==> config.mk <==
export PLATFORM = sky130hd
export DESIGN_NAME = count_window_sampler
export DESIGN_NICKNAME = d
export VERILOG_FILES = /design/src/rtl/count_window_pkg.sv /design/src/rtl/count_window_sampler_win_res_fifo.sv /design/src/rtl/count_window_sampler.sv
export SDC_FILE = /design/constraint.sdc
export NUM_CORES = 1
export LEC_CHECK = 0
export ABC_AREA = 1
export CORE_MARGIN = 2
export CORE_UTILIZATION = 55
export CTS_BUF_LIST = sky130_fd_sc_hd__clkbuf_4 sky130_fd_sc_hd__clkbuf_8
export DETAILED_ROUTE_END_ITERATION = 10
export PLACE_DENSITY = 0.76
export REMOVE_ABC_BUFFERS = 1
export SETUP_SLACK_MARGIN = 0.05
export SLEW_MARGIN = 0
export SYNTH_ARGS = -nofsm -noshare
export SYNTH_HDL_FRONTEND = slang
export SYNTH_SLANG_ARGS = --single-unit
==> constraint.sdc <==
create_clock -name clk -period 2.7 [get_ports clk]
set_clock_uncertainty 0.15 [all_clocks]
set_input_delay 0.54 -clock clk [delete_from_list [all_inputs] [get_ports clk]]
set_output_delay 0.54 -clock clk [all_outputs]
set_load 0.02 [all_outputs]
==> src/rtl/count_window_pkg.sv <==
// Shared types and constants for the count window sampler.
// Holds the FSM state encoding, the result record pushed into the result
// FIFO, and the counter's saturation value.
package count_window_pkg;

    localparam int CNT_W_DEF     = 32;
    localparam int WIN_W_DEF     = 24;
    localparam int RES_DEPTH_DEF = 4;

    typedef enum logic [1:0] {
        IDLE    = 2'd0,
        RUN     = 2'd1,
        CAPTURE = 2'd2
    } state_t;

    // One measured window: saturation flag above the end-minus-base delta.
    typedef struct packed {
        logic                 sat;
        logic [CNT_W_DEF-1:0] delta;
    } res_t;

    // Value the counter sticks at once it saturates.
    localparam logic [CNT_W_DEF-1:0] SAT_VALUE = {CNT_W_DEF{1'b1}};

endpackage

==> src/rtl/count_window_sampler_win_res_fifo.sv <==
// Small synchronous result FIFO built as a shift register so that the head
// entry is always a flop (stable while it is not popped). A pop and a push in
// the same cycle on a full FIFO both succeed; a push into a full FIFO with no
// pop is dropped and latches the sticky overflow flag until reset.
module win_res_fifo #(
    parameter int DATA_W = 33,
    parameter int DEPTH  = 4
) (
    input  logic              clk,
    input  logic              rst,
    input  logic              i_push,
    input  logic [DATA_W-1:0] i_data,
    input  logic              i_pop,
    output logic              o_valid,
    output logic [DATA_W-1:0] o_head,
    output logic              o_ovf
);

    localparam int CNT_W = $clog2(DEPTH) + 1;

    logic [DATA_W-1:0] r_mem     [DEPTH];
    logic [DATA_W-1:0] w_mem_nxt [DEPTH];
    logic [CNT_W-1:0]  r_count;
    logic [CNT_W-1:0]  w_count_nxt;
    logic [CNT_W-1:0]  w_wr_idx;
    logic              r_valid;
    logic              r_ovf;
    logic              w_full;
    logic              w_pop;
    logic              w_push_ok;
    logic              w_drop;

    assign w_full    = (r_count == CNT_W'(DEPTH));
    assign w_pop     = i_pop & r_valid;
    assign w_push_ok = i_push & (~w_full | w_pop);
    assign w_drop    = i_push & ~w_push_ok;

    // Next storage contents: shift down on pop, then write the new entry just past the survivors.
    always_comb begin
        w_count_nxt = r_count;
        w_wr_idx    = r_count;
        if (w_pop) begin
            w_wr_idx = r_count - CNT_W'(1'b1);
        end else begin
            w_wr_idx = r_count;
        end
        if (w_pop && !w_push_ok) begin
            w_count_nxt = r_count - CNT_W'(1'b1);
        end else if (!w_pop && w_push_ok) begin
            w_count_nxt = r_count + CNT_W'(1'b1);
        end else begin
            w_count_nxt = r_count;
        end
        for (int i = 0; i < DEPTH; i++) begin
            if (w_push_ok && (CNT_W'(i) == w_wr_idx)) begin
                w_mem_nxt[i] = i_data;
            end else if (w_pop) begin
                w_mem_nxt[i] = r_mem[(i < DEPTH - 1) ? i + 1 : i];
            end else begin
                w_mem_nxt[i] = r_mem[i];
            end
        end
    end

    // Storage, occupancy and sticky overflow registers.
    always_ff @(posedge clk) begin
        if (rst) begin
            r_count <= {CNT_W{1'b0}};
            r_valid <= 1'b0;
            r_ovf   <= 1'b0;
            for (int i = 0; i < DEPTH; i++) begin
                r_mem[i] <= {DATA_W{1'b0}};
            end
        end else begin
            r_count <= w_count_nxt;
            r_valid <= (w_count_nxt != {CNT_W{1'b0}});
            r_ovf   <= r_ovf | w_drop;
            for (int i = 0; i < DEPTH; i++) begin
                r_mem[i] <= w_mem_nxt[i];
            end
        end
    end

    assign o_valid = r_valid;
    assign o_head  = r_mem[0];
    assign o_ovf   = r_ovf;

endmodule

==> src/rtl/count_window_sampler.sv <==
// Control and readout stage for the event counter. Each accepted arm opens a
// window of win_len clk cycles (0 behaves as 1) during which start is held
// high; the counter value is snapshotted before and after, and the delta plus
// a saturation flag are queued in a small result FIFO.
// Optional build macro COUNT_WINDOW_CONT_MODE_EN adds the cont input: while
// cont is high at the end of a window the next window begins immediately with
// start held high, the capture cycle counting as the first cycle of the new
// window, so consecutive deltas partition the count exactly.
module count_window_sampler
    import count_window_pkg::*;
#(
    parameter int CNT_W     = CNT_W_DEF,
    parameter int WIN_W     = WIN_W_DEF,
    parameter int RES_DEPTH = RES_DEPTH_DEF
) (
    input  logic             clk,
    input  logic             rst,
    input  logic             arm,
    input  logic [WIN_W-1:0] win_len,
    input  logic [CNT_W-1:0] cnt,
    input  logic             cnt_full,
`ifdef COUNT_WINDOW_CONT_MODE_EN
    input  logic             cont,
`endif
    output logic             start,
    output logic             busy,
    output logic             res_valid,
    input  logic             res_ready,
    output logic [CNT_W-1:0] res_delta,
    output logic             res_sat,
    output logic             res_ovf
);

    state_t           r_state;
    state_t           w_state_nxt;
    logic [CNT_W-1:0] r_base;
    logic [CNT_W-1:0] w_base_nxt;
    logic [WIN_W-1:0] r_timer;
    logic [WIN_W-1:0] w_timer_nxt;
    logic [WIN_W-1:0] w_len_eff;
    logic             r_sat_seen;
    logic             w_sat_seen_nxt;
    logic             r_start;
    logic             w_start_nxt;
    logic             r_busy;
    logic             w_busy_nxt;
    logic             w_cont;
    logic             w_push;
    logic             w_push_sat;
    logic [CNT_W-1:0] w_delta;
    logic [CNT_W:0]   w_head;

`ifdef COUNT_WINDOW_CONT_MODE_EN
    assign w_cont = cont;
`else
    assign w_cont = 1'b0;
`endif

    assign w_len_eff = (win_len == {WIN_W{1'b0}}) ? WIN_W'(1'b1) : win_len;

    // Next-state, snapshot and output decode for the window FSM.
    always_comb begin
        w_state_nxt    = r_state;
        w_base_nxt     = r_base;
        w_timer_nxt    = r_timer;
        w_sat_seen_nxt = r_sat_seen;
        w_start_nxt    = r_start;
        w_busy_nxt     = r_busy;
        w_push         = 1'b0;
        w_push_sat     = r_sat_seen | cnt_full | (&cnt);
        w_delta        = cnt - r_base;
        case (r_state)
            IDLE: begin
                w_start_nxt = 1'b0;
                w_busy_nxt  = 1'b0;
                if (arm) begin
                    w_state_nxt    = RUN;
                    w_base_nxt     = cnt;
                    w_timer_nxt    = w_len_eff;
                    w_sat_seen_nxt = cnt_full;
                    w_start_nxt    = 1'b1;
                    w_busy_nxt     = 1'b1;
                end else begin
                    w_state_nxt = IDLE;
                end
            end
            RUN: begin
                w_start_nxt    = 1'b1;
                w_busy_nxt     = 1'b1;
                w_sat_seen_nxt = r_sat_seen | cnt_full;
                if (r_timer == WIN_W'(1'b1)) begin
                    w_state_nxt = CAPTURE;
                    // Continuing windows keep start high through the capture cycle.
                    w_start_nxt = w_cont;
                end else begin
                    w_timer_nxt = r_timer - WIN_W'(1'b1);
                end
            end
            CAPTURE: begin
                w_push = 1'b1;
                if (w_cont) begin
                    // Capture cycle already counts toward the next window.
                    w_base_nxt     = cnt;
                    w_sat_seen_nxt = cnt_full;
                    w_start_nxt    = 1'b1;
                    w_busy_nxt     = 1'b1;
                    if (w_len_eff == WIN_W'(1'b1)) begin
                        w_state_nxt = CAPTURE;
                        w_timer_nxt = w_len_eff;
                    end else begin
                        w_state_nxt = RUN;
                        w_timer_nxt = w_len_eff - WIN_W'(1'b1);
                    end
                end else begin
                    w_state_nxt = IDLE;
                    w_start_nxt = 1'b0;
                    w_busy_nxt  = 1'b0;
                end
            end
            default: begin
                w_state_nxt = IDLE;
                w_start_nxt = 1'b0;
                w_busy_nxt  = 1'b0;
            end
        endcase
    end

    // FSM state, window snapshot and registered control outputs.
    always_ff @(posedge clk) begin
        if (rst) begin
            r_state    <= IDLE;
            r_base     <= {CNT_W{1'b0}};
            r_timer    <= {WIN_W{1'b0}};
            r_sat_seen <= 1'b0;
            r_start    <= 1'b0;
            r_busy     <= 1'b0;
        end else begin
            r_state    <= w_state_nxt;
            r_base     <= w_base_nxt;
            r_timer    <= w_timer_nxt;
            r_sat_seen <= w_sat_seen_nxt;
            r_start    <= w_start_nxt;
            r_busy     <= w_busy_nxt;
        end
    end

    win_res_fifo #(
        .DATA_W (CNT_W + 1),
        .DEPTH  (RES_DEPTH)
    ) u_fifo (
        .clk     (clk),
        .rst     (rst),
        .i_push  (w_push),
        .i_data  ({w_push_sat, w_delta}),
        .i_pop   (res_ready),
        .o_valid (res_valid),
        .o_head  (w_head),
        .o_ovf   (res_ovf)
    );

    assign start     = r_start;
    assign busy      = r_busy;
    assign res_delta = w_head[CNT_W-1:0];
    assign res_sat   = w_head[CNT_W];

endmodule
==> results of run 1 <==
==> per-stage QoR <==
step                area [µm²]  TNS (ps)  utilization  total power [mW]
floorplan                11500   -247490            -              5.34
global placement         13600    -13090        0.646              6.31
detailed placement       13600    -17600        0.646              6.38
CTS                      14000         0        0.664              8.30
global route             14000         0        0.665              8.88
finish                   14000         0        0.665              8.30
==> worst max-delay path: cells and delay by family <==
family | cells | cell delay, ps
buffers and inverters | 4 | 680
adders and majority gates | 2 | 620
and+or+nand+nor | 6 | 470
xor gates and xnor gates | 1 | 300
AOI/OAI and AO/OA | 1 | 130
==> power groups by stage <==
stage / clock, mW / sequential [mW] / combinational (mW)
detailed placement: 0 / 3.45 / 2.92
CTS: 1.97 / 3.39 / 2.94
global placement: 0 / 3.44 / 2.87
finish: 1.94 / 3.39 / 2.97
floorplan: 0 / 3.51 / 1.83
global route: 2.09 / 3.42 / 3.36
==> cells in the final DEF (no fill, tap or decap), types with 3 or more instances in the layout <==
master / count
nand3b_1: 3
nand2_2: 3
inv_2: 6
o21ai_0: 181
dfxtp_1: 198
nor3_1: 12
buf_4: 84
nor4_1: 4
inv_6: 5
nor2_1: 111
inv_1: 348
nand3_1: 119
clkbuf_8: 18
or2_2: 4
o21ai_1: 9
nand2_1: 555
clkdlybuf4s50_1: 96
nand4_1: 11
nand3_2: 5
xnor2_1: 12
a31oi_1: 3
buf_12: 9
ha_1: 36
xor2_1: 10
clkinv_2: 5
and2_1: 4
nor2_4: 3
a21oi_1: 209
==> synthesized netlist by cell type, types with 6 or more instances <==
library cell	count	area [µm²]
nand3_1	123	616
nand2_1	558	2090
xnor2_1	12	105
ha_1	36	450
a21oi_1	209	1050
nor3_1	12	60.1
nor2_1	112	420
clkbuf_1	47	176
inv_2	6	22.5
buf_1	10	37.5
xor2_1	10	87.6
o21ai_1	9	45.0
nand4_1	11	68.8
inv_1	348	1310
dfxtp_1	198	3960
o21ai_0	181	906
buf_2	21	105
==> final timing paths <==
kind,startpoint,to,slack [ps],depth (start not counted)
hold / removal,u_fifo.o_ovf,u_fifo.o_ovf,310,2
setup reg to reg,u_fifo.r_count[0],u_fifo.r_mem[0][22],380,10
setup / recovery,cnt[0],u_fifo.r_mem[2][16],230,14
hold reg to reg,u_fifo.o_ovf,u_fifo.o_ovf,310,2
==> layout make-up <==
class                           count  area [µm²]  area share
Clock inverter                     14         144      0.0103
Inverter                          355        1330      0.0951
Sequential cell                   198        3960       0.283
Clock buffer                       18         248      0.0177
Tap cell                          275         344      0.0245
Multi-Input combinational cell   1308        6220       0.444
Timing Repair Buffer              189        1770       0.126
==> logic make-up after synthesis <==
group | Yosys count | share of synthesized area
fa+ha+maj | 37 | 0.0397
flops | 198 | 0.335
buf+inv | 437 | 0.142
compound gates | 411 | 0.177
simple gates | 836 | 0.288
mux | 2 | 0.00169
xor+xnor | 22 | 0.0163
==> flip-flops by register name (all words and copies together) (netlist names) <==
register	cells
busy	1
r_base	32
r_sat_seen	1
r_state	2
r_timer	24
start	1
u_fifo.o_ovf	1
u_fifo.o_valid	1
u_fifo.r_count	3
u_fifo.r_mem	132
==> routing by layer <==
layer  up-vias  global-route usage  part of all wire
met5         -                   0                 0
met4         0              0.0664             0.011
met3        28              0.0339             0.061
met2       369               0.458              0.45
met1      5381               0.392              0.48
li1       6336                   -                 -
==> timing repair <==
item,CTS,global route
endpoints found under the hold margin,0,0
setup endpoints to repair,0,24
gates resized for setup,0,5
==> key figures, run 1 <==
Run status
  – Status: completed

Timing
  – Final setup fails: 0
  – Period utilization: 0.917
  – Hold_ws: 308 ps
  – Worst slew pin tran: 727 ps
  – Post-route worst setup slack: 225 ps
  – Slew Limit Fails: 0
  – Rel. slew slack: 0.515
  – RSZ-0062 raised after global routing: true
  – Fin crit period: 2470 ps
  – Max Clk Rate: 404 MHz
  – Hold Fails Final Rpt: 0

Clock network
  – CTS tree: built
  – Clock transition at path regs: 110 ps
  – Clk buf depth: 2
  – CTS Hold Bufs: 0
  – Htree depth: 4
  – CTS root buf: clkbuf_8
  – CTS sink cnt: 198
  – Clock Latency Late Sink: 490 ps
  – Setup Buffers After CTS: 0
  – CTS buffer count: 17

Power and ir drop
  – Net Switching: 3.13 mW
  – PD cells: 591 nW/µm²
  – Seq pwr share: 0.409
  – Internal power: 5.16 mW
  – Pleak: 7.01 nW
  – Max rail drop VDD: 0.345 mV
  – Combinational power share: 0.357
  – Clock power frac: 0.234
  – Sw Share: 0.378

Route
  – Post-route ant nets: 0
  – Vias: 12,100
  – Drt pass-1 iters: 6
  – Post-DR wirelength/cell: 13.2 µm
  – First DRT Iteration DRCs: 992
  – Routed vias/inst: 5.14
  – Routed WL: 31,000 µm
  – DR DRC count: 0

Layout
  – Filler cell count: 2,010
  – Area grow syn2layout: 18.5%
  – N_diodes: 0
  – Fin cells: 2,357
  – Fin nets: 2,167
  – Layout cells sized above 1: 0.0725

Die
  – Initial Utilization: 0.561
  – CORE AREA: 21,100 µm²
  – Io pins: 98
  – Die Span X: 151 µm
  – Rows: 53
  – Die Area: 22,700 µm²
  – Height of the chip: 151 µm

Worst setup path
  – Crit-path slowest cell: clkdlybuf4s50_1
  – Slowest cell delay on critical path: 460 ps
  – Most used cell, CP: nand2_1
  – Worst-path maximum fanout: 4
  – Critical path type: in -> reg
  – Crit start category: primary input
  – Crit. End Element: register
  – Worst-path cell chain: clkdlybuf4s50_1 -> inv_1 -> ha_1 -> fa_1 -> inv_1 -> nand3_1 -> nand2_2 -> nand2_1 -> nand2_1 -> nand2_1 -> nand2_1 -> xor2_1 -> o21ai_0 -> inv_1
  – Critical Path RT: 2970 ps
  – Critical Path AT: 2740 ps

Synth
  – Asr flop ratio synth: 0
  – Mapped Cells: 1,943
  – Yosys warnings: 0
  – Synthesized flop and latch total: 198
  – Syn Area/Cell: 6.09 µm²
  – Number of synthesized flops with an enable pin: 0
  – Seq/Total Area, Yosys: 0.335
  – Synth Cell Area: 11,800 µm²
  – Synth cell types: 36
  – Most used DFF post-synth: dfxtp_1

Place
  – Inst Count DP: 2,325
  – RD Place Congestion: 0.953
  – Port Buffers: 97
  – Post-Place Setup Slack: -355 ps
  – DP HPWL: 22,600 µm

Global routing
  – Vias in the first global route: 10,800
  – Antenna violations before repair: 0
  – Total GRT Usage: 0.279
  – Largest net degree at the start of global routing: 91
  – Grt ovf: 0
  – First-pass GRT wire length: 51,300 µm

Flow run
  – Max-cap violation count: 0

Worst hold path
  – HP Class: reg -> reg
Note: power is estimated with default switching activity, not from simulation.
==> inputs of run 2 (changes only) <==
--- a/config.mk
+++ b/config.mk
@@ -6,6 +6,7 @@
 export NUM_CORES = 1
 export LEC_CHECK = 0
 export ABC_AREA = 1
+export CAP_MARGIN = 0
 export CORE_MARGIN = 2
 export CORE_UTILIZATION = 55
 export CTS_BUF_LIST = sky130_fd_sc_hd__clkbuf_4 sky130_fd_sc_hd__clkbuf_8
==> results of run 2 <==
Final layout, timing and power as in run 1 (identical DEF).
==> inputs of run 3 (changes only) <==
--- a/config.mk
+++ b/config.mk
@@ -11,7 +11,7 @@
 export CORE_UTILIZATION = 55
 export CTS_BUF_LIST = sky130_fd_sc_hd__clkbuf_4 sky130_fd_sc_hd__clkbuf_8
 export DETAILED_ROUTE_END_ITERATION = 10
-export PLACE_DENSITY = 0.76
+export PLACE_DENSITY_LB_ADDON = 0.2
 export REMOVE_ABC_BUFFERS = 1
 export SETUP_SLACK_MARGIN = 0.05
 export SLEW_MARGIN = 0
==> constraint.sdc (replaced) <==
create_clock -name clk -period 2.5 [get_ports clk]
set_clock_uncertainty 0.15 [all_clocks]
set_input_delay 0.5 -clock clk [delete_from_list [all_inputs] [get_ports clk]]
set_output_delay 0.5 -clock clk [all_outputs]
set_load 0.02 [all_outputs]
==> run 3 against run 2 <==
Combinational power rose by 12%. Via count rose by 1.8%. Critical path type unchanged. Critical path depth rose by 1. Final cell count rose by 1.5%. Die area did not move. First-iteration DRC count fell by 21%. Utilization rose by 2.2 points. Sequential share of layout area fell by 0.90 points. Cell area rose by 3.3%. Global-route usage rose by 0.47 points. Register-to-register slack got worse by 80 ps. Worst hold slack got worse by 4.9 ps.
==> key figures, run 3 (synthesis gave the netlist of run 1 again) <==
Run status
  – Status: completed (unchanged)

Timing
  – Worst slew pin tran: 674 ps (was 727 ps)
  – Period utilization: 0.938
  – Hold Fails Final Rpt: 0 (unchanged)
  – Final setup fails: 0 (unchanged)
  – Rel. slew slack: 0.550 (was 0.515)
  – Max Clk Rate: 427 MHz
  – RSZ-0062 raised after global routing: false (was true)
  – Post-route worst setup slack: 156 ps (was 225 ps)
  – Fin crit period: 2340 ps
  – Setup TNS: 0 ps (unchanged)
  – Slew Limit Fails: 0 (unchanged)

Route
  – Post-route ant nets: 0 (unchanged)
  – Top Metal Used: met4 (unchanged)
  – Vias: 12,300 (was 12,100)
  – DR DRC count: 0 (unchanged)
  – Drt pass-1 iters: 7 (was 6)
  – Routed vias/inst: 5.15 (was 5.14)
  – First DRT Iteration DRCs: 787 (was 992)
  – Post-DR wirelength/cell: 13.3 µm (was 13.2 µm)
  – Met3 Wirelength: 1890 µm (was 1880 µm)
  – Routed metal-1 wirelength: 14,600 µm (was 14,800 µm)
  – Routed WL: 31,800 µm (was 31,000 µm)
  – Met2 WL: 14,900 µm (was 14,000 µm)

Global routing
  – Grt ovf: 0 (unchanged)
  – Total GRT Usage: 0.284 (was 0.279)
  – First-pass GRT wire length: 52,400 µm (was 51,300 µm)
  – Largest net degree at the start of global routing: 107 (was 91)
  – Vias in the first global route: 11,300 (was 10,800)
  – Antenna violations before repair: 0 (unchanged)

Clock network
  – Clock transition at path regs: 110 ps (about the same)
  – CTS root buf: clkbuf_8 (unchanged)
  – CTS Hold Bufs: 0 (unchanged)
  – CTS tree: built (unchanged)
  – CTS sink cnt: 198 (unchanged)
  – Clock Latency Late Sink: 480 ps (was 490 ps)
  – Setup Buffers After CTS: 0 (unchanged)
  – CTS buffer count: 17 (unchanged)
  – Clk buf depth: 2 (unchanged)
  – Htree depth: 4 (unchanged)

Worst setup path
  – Crit start category: primary input (unchanged)
  – Most used cell, CP: nand2_1 (unchanged)
  – Critical path type: in -> reg (unchanged)
  – Crit. End Element: register (unchanged)
  – Slowest cell delay on critical path: 450 ps (was 460 ps)
  – Worst-path cell chain: clkdlybuf4s50_1 -> inv_1 -> ha_2 -> fa_2 -> inv_2 -> nand3_1 -> nand2_2 -> nand2_1 -> nand2_1 -> nand2_1 -> nand2_1 -> xor2_1 -> buf_4 -> o21ai_1 -> inv_1 (was clkdlybuf4s50_1 -> inv_1 -> ha_1 -> fa_1 -> inv_1 -> nand3_1 -> nand2_2 -> nand2_1 -> nand2_1 -> nand2_1 -> nand2_1 -> xor2_1 -> o21ai_0 -> inv_1)
  – Critical Path AT: 2610 ps (was 2740 ps)
  – Worst-path maximum fanout: 4 (unchanged)
  – Critical Path RT: 2770 ps (was 2970 ps)
  – Crit-path slowest cell: clkdlybuf4s50_1 (unchanged)

Die
  – Rows: 53 (unchanged)
  – CORE AREA: 21,100 µm² (unchanged)
  – Initial Utilization: 0.561 (unchanged)
  – Io pins: 98 (unchanged)
  – Die Span X: 151 µm (unchanged)
  – Die Area: 22,700 µm² (unchanged)
  – Height of the chip: 151 µm (unchanged)

Power and ir drop
  – Combinational power share: 0.361 (was 0.357)
  – Pleak: 7.23 nW (was 7.01 nW)
  – Max rail drop VDD: 0.375 mV (was 0.345 mV)
  – Sw Share: 0.372 (was 0.378)
  – Clock power frac: 0.240 (was 0.234)
  – PD cells: 634 nW/µm² (was 591 nW/µm²)
  – Seq pwr share: 0.398 (was 0.409)
  – Net Switching: 3.42 mW (was 3.13 mW)
  – Internal power: 5.77 mW (was 5.16 mW)
  – Total Power: 9.19 mW (was 8.30 mW)

Place
  – RD Place Congestion: 0.927 (was 0.953)
  – Post-Place Setup Slack: -487 ps (was -355 ps)
  – DP HPWL: 23,100 µm (was 22,600 µm)
  – Port Buffers: 97 (unchanged)

Flow run
  – Max-cap violation count: 0 (unchanged)

Layout
  – FF+latch area: 3970 µm² (was 3960 µm²)
  – Most frequent cells in the layout: nand2_1, inv_1, a21oi_1 (unchanged)
  – Fin nets: 2,203 (was 2,167)
  – Filler cell count: 1,902 (was 2,010)
  – N_diodes: 0 (unchanged)
  – Biggest register: u_fifo.r_mem (unchanged)
  – Layout cells sized above 1: 0.0968 (was 0.0725)
  – Multi-input logic area: 6320 µm² (was 6220 µm²)
  – Biggest regs: u_fifo.r_mem x132, r_base x32, r_timer x24 (unchanged)
  – Area grow syn2layout: 22.4% (was 18.5%)
  – Final core utilization: 0.687 (was 0.665)
  – Max FFs per register: 132 (unchanged)
  – Most common cell after layout, fill and taps aside: nand2_1 (unchanged)

Worst hold path
  – HP Class: reg -> reg (unchanged)
==> run 3: changes by cell type in the layout (fill, tap and decap cells not counted), sizes merged <==
cell / delta
clkinv: -6
clkinvlp: +1
bufinv: +1
inv: +3
buf: +36
clkbuf: +1
==> run 3: routing by layer <==
| layer | vias to the layer above | GRT usage |
|---|---|---|
| met1 | 5547 | 0.386 |
| li1 | 6404 | - |
| met3 | 35 | 0.0348 |
| met4 | 0 | 0.0827 |
| met2 | 346 | 0.473 |
| met5 | - | 0 |
==> run 3: path summary, 6_finish.rpt <==
check                    startpoint                  end  slack [ps]  cells after the start
hold reg to reg        u_fifo.o_ovf         u_fifo.o_ovf         300                      2
hold / removal         u_fifo.o_ovf         u_fifo.o_ovf         300                      2
setup / recovery             cnt[0]  u_fifo.r_mem[2][16]         160                     15
setup reg to reg  u_fifo.r_count[0]  u_fifo.r_mem[3][23]         300                     12
==> run 3: worst max-delay path, delay by kind of cell <==
family / cells / cell delay, ps
buf+inv: 5 / 780
fa+ha+maj: 2 / 560
compound gates: 1 / 50
simple gates: 6 / 510
xor+xnor: 1 / 200
==> run 3: repair_timing <==
| action | 4_1_cts | 5_1_grt |
|---|---|---|
| resized for setup | 1 | 23 |
| setup endpoints to repair | 12 | 64 |
| pin swaps | 0 | 1 |
==> run 3: cell type report <==
cell class,instances,share of cell area
Timing Repair Buffer,225,0.146
Inverter,355,0.0919
Sequential cell,198,0.274
Clock buffer,19,0.0176
Tap cell,275,0.0237
Clock inverter,13,0.0108
Multi-Input combinational cell,1308,0.436
==> run 3: power groups by stage <==
stage	Combinational [mW]	Clock, mW	Sequential, mW
6_report	3.32	2.21	3.66
5_1_grt	3.75	2.37	3.70
4_1_cts	3.25	2.23	3.66
3_5_place_dp	3.23	0	3.73
3_3_place_gp	3.16	0	3.72
2_1_floorplan	1.97	0	3.79
==> run 3: through the flow <==
| step | std cells | hold slack (ps) | cell area [µm²] |
|---|---|---|---|
| 4_1_cts | 2393 | 292 | 14400 |
| 3_3_place_gp | 2361 | 288 | 14000 |
| 6_report | 2393 | 303 | 14500 |
| 2_1_floorplan | 1861 | 285 | 11500 |
| 3_5_place_dp | 2361 | 290 | 14000 |
| 5_1_grt | 2393 | 319 | 14500 |
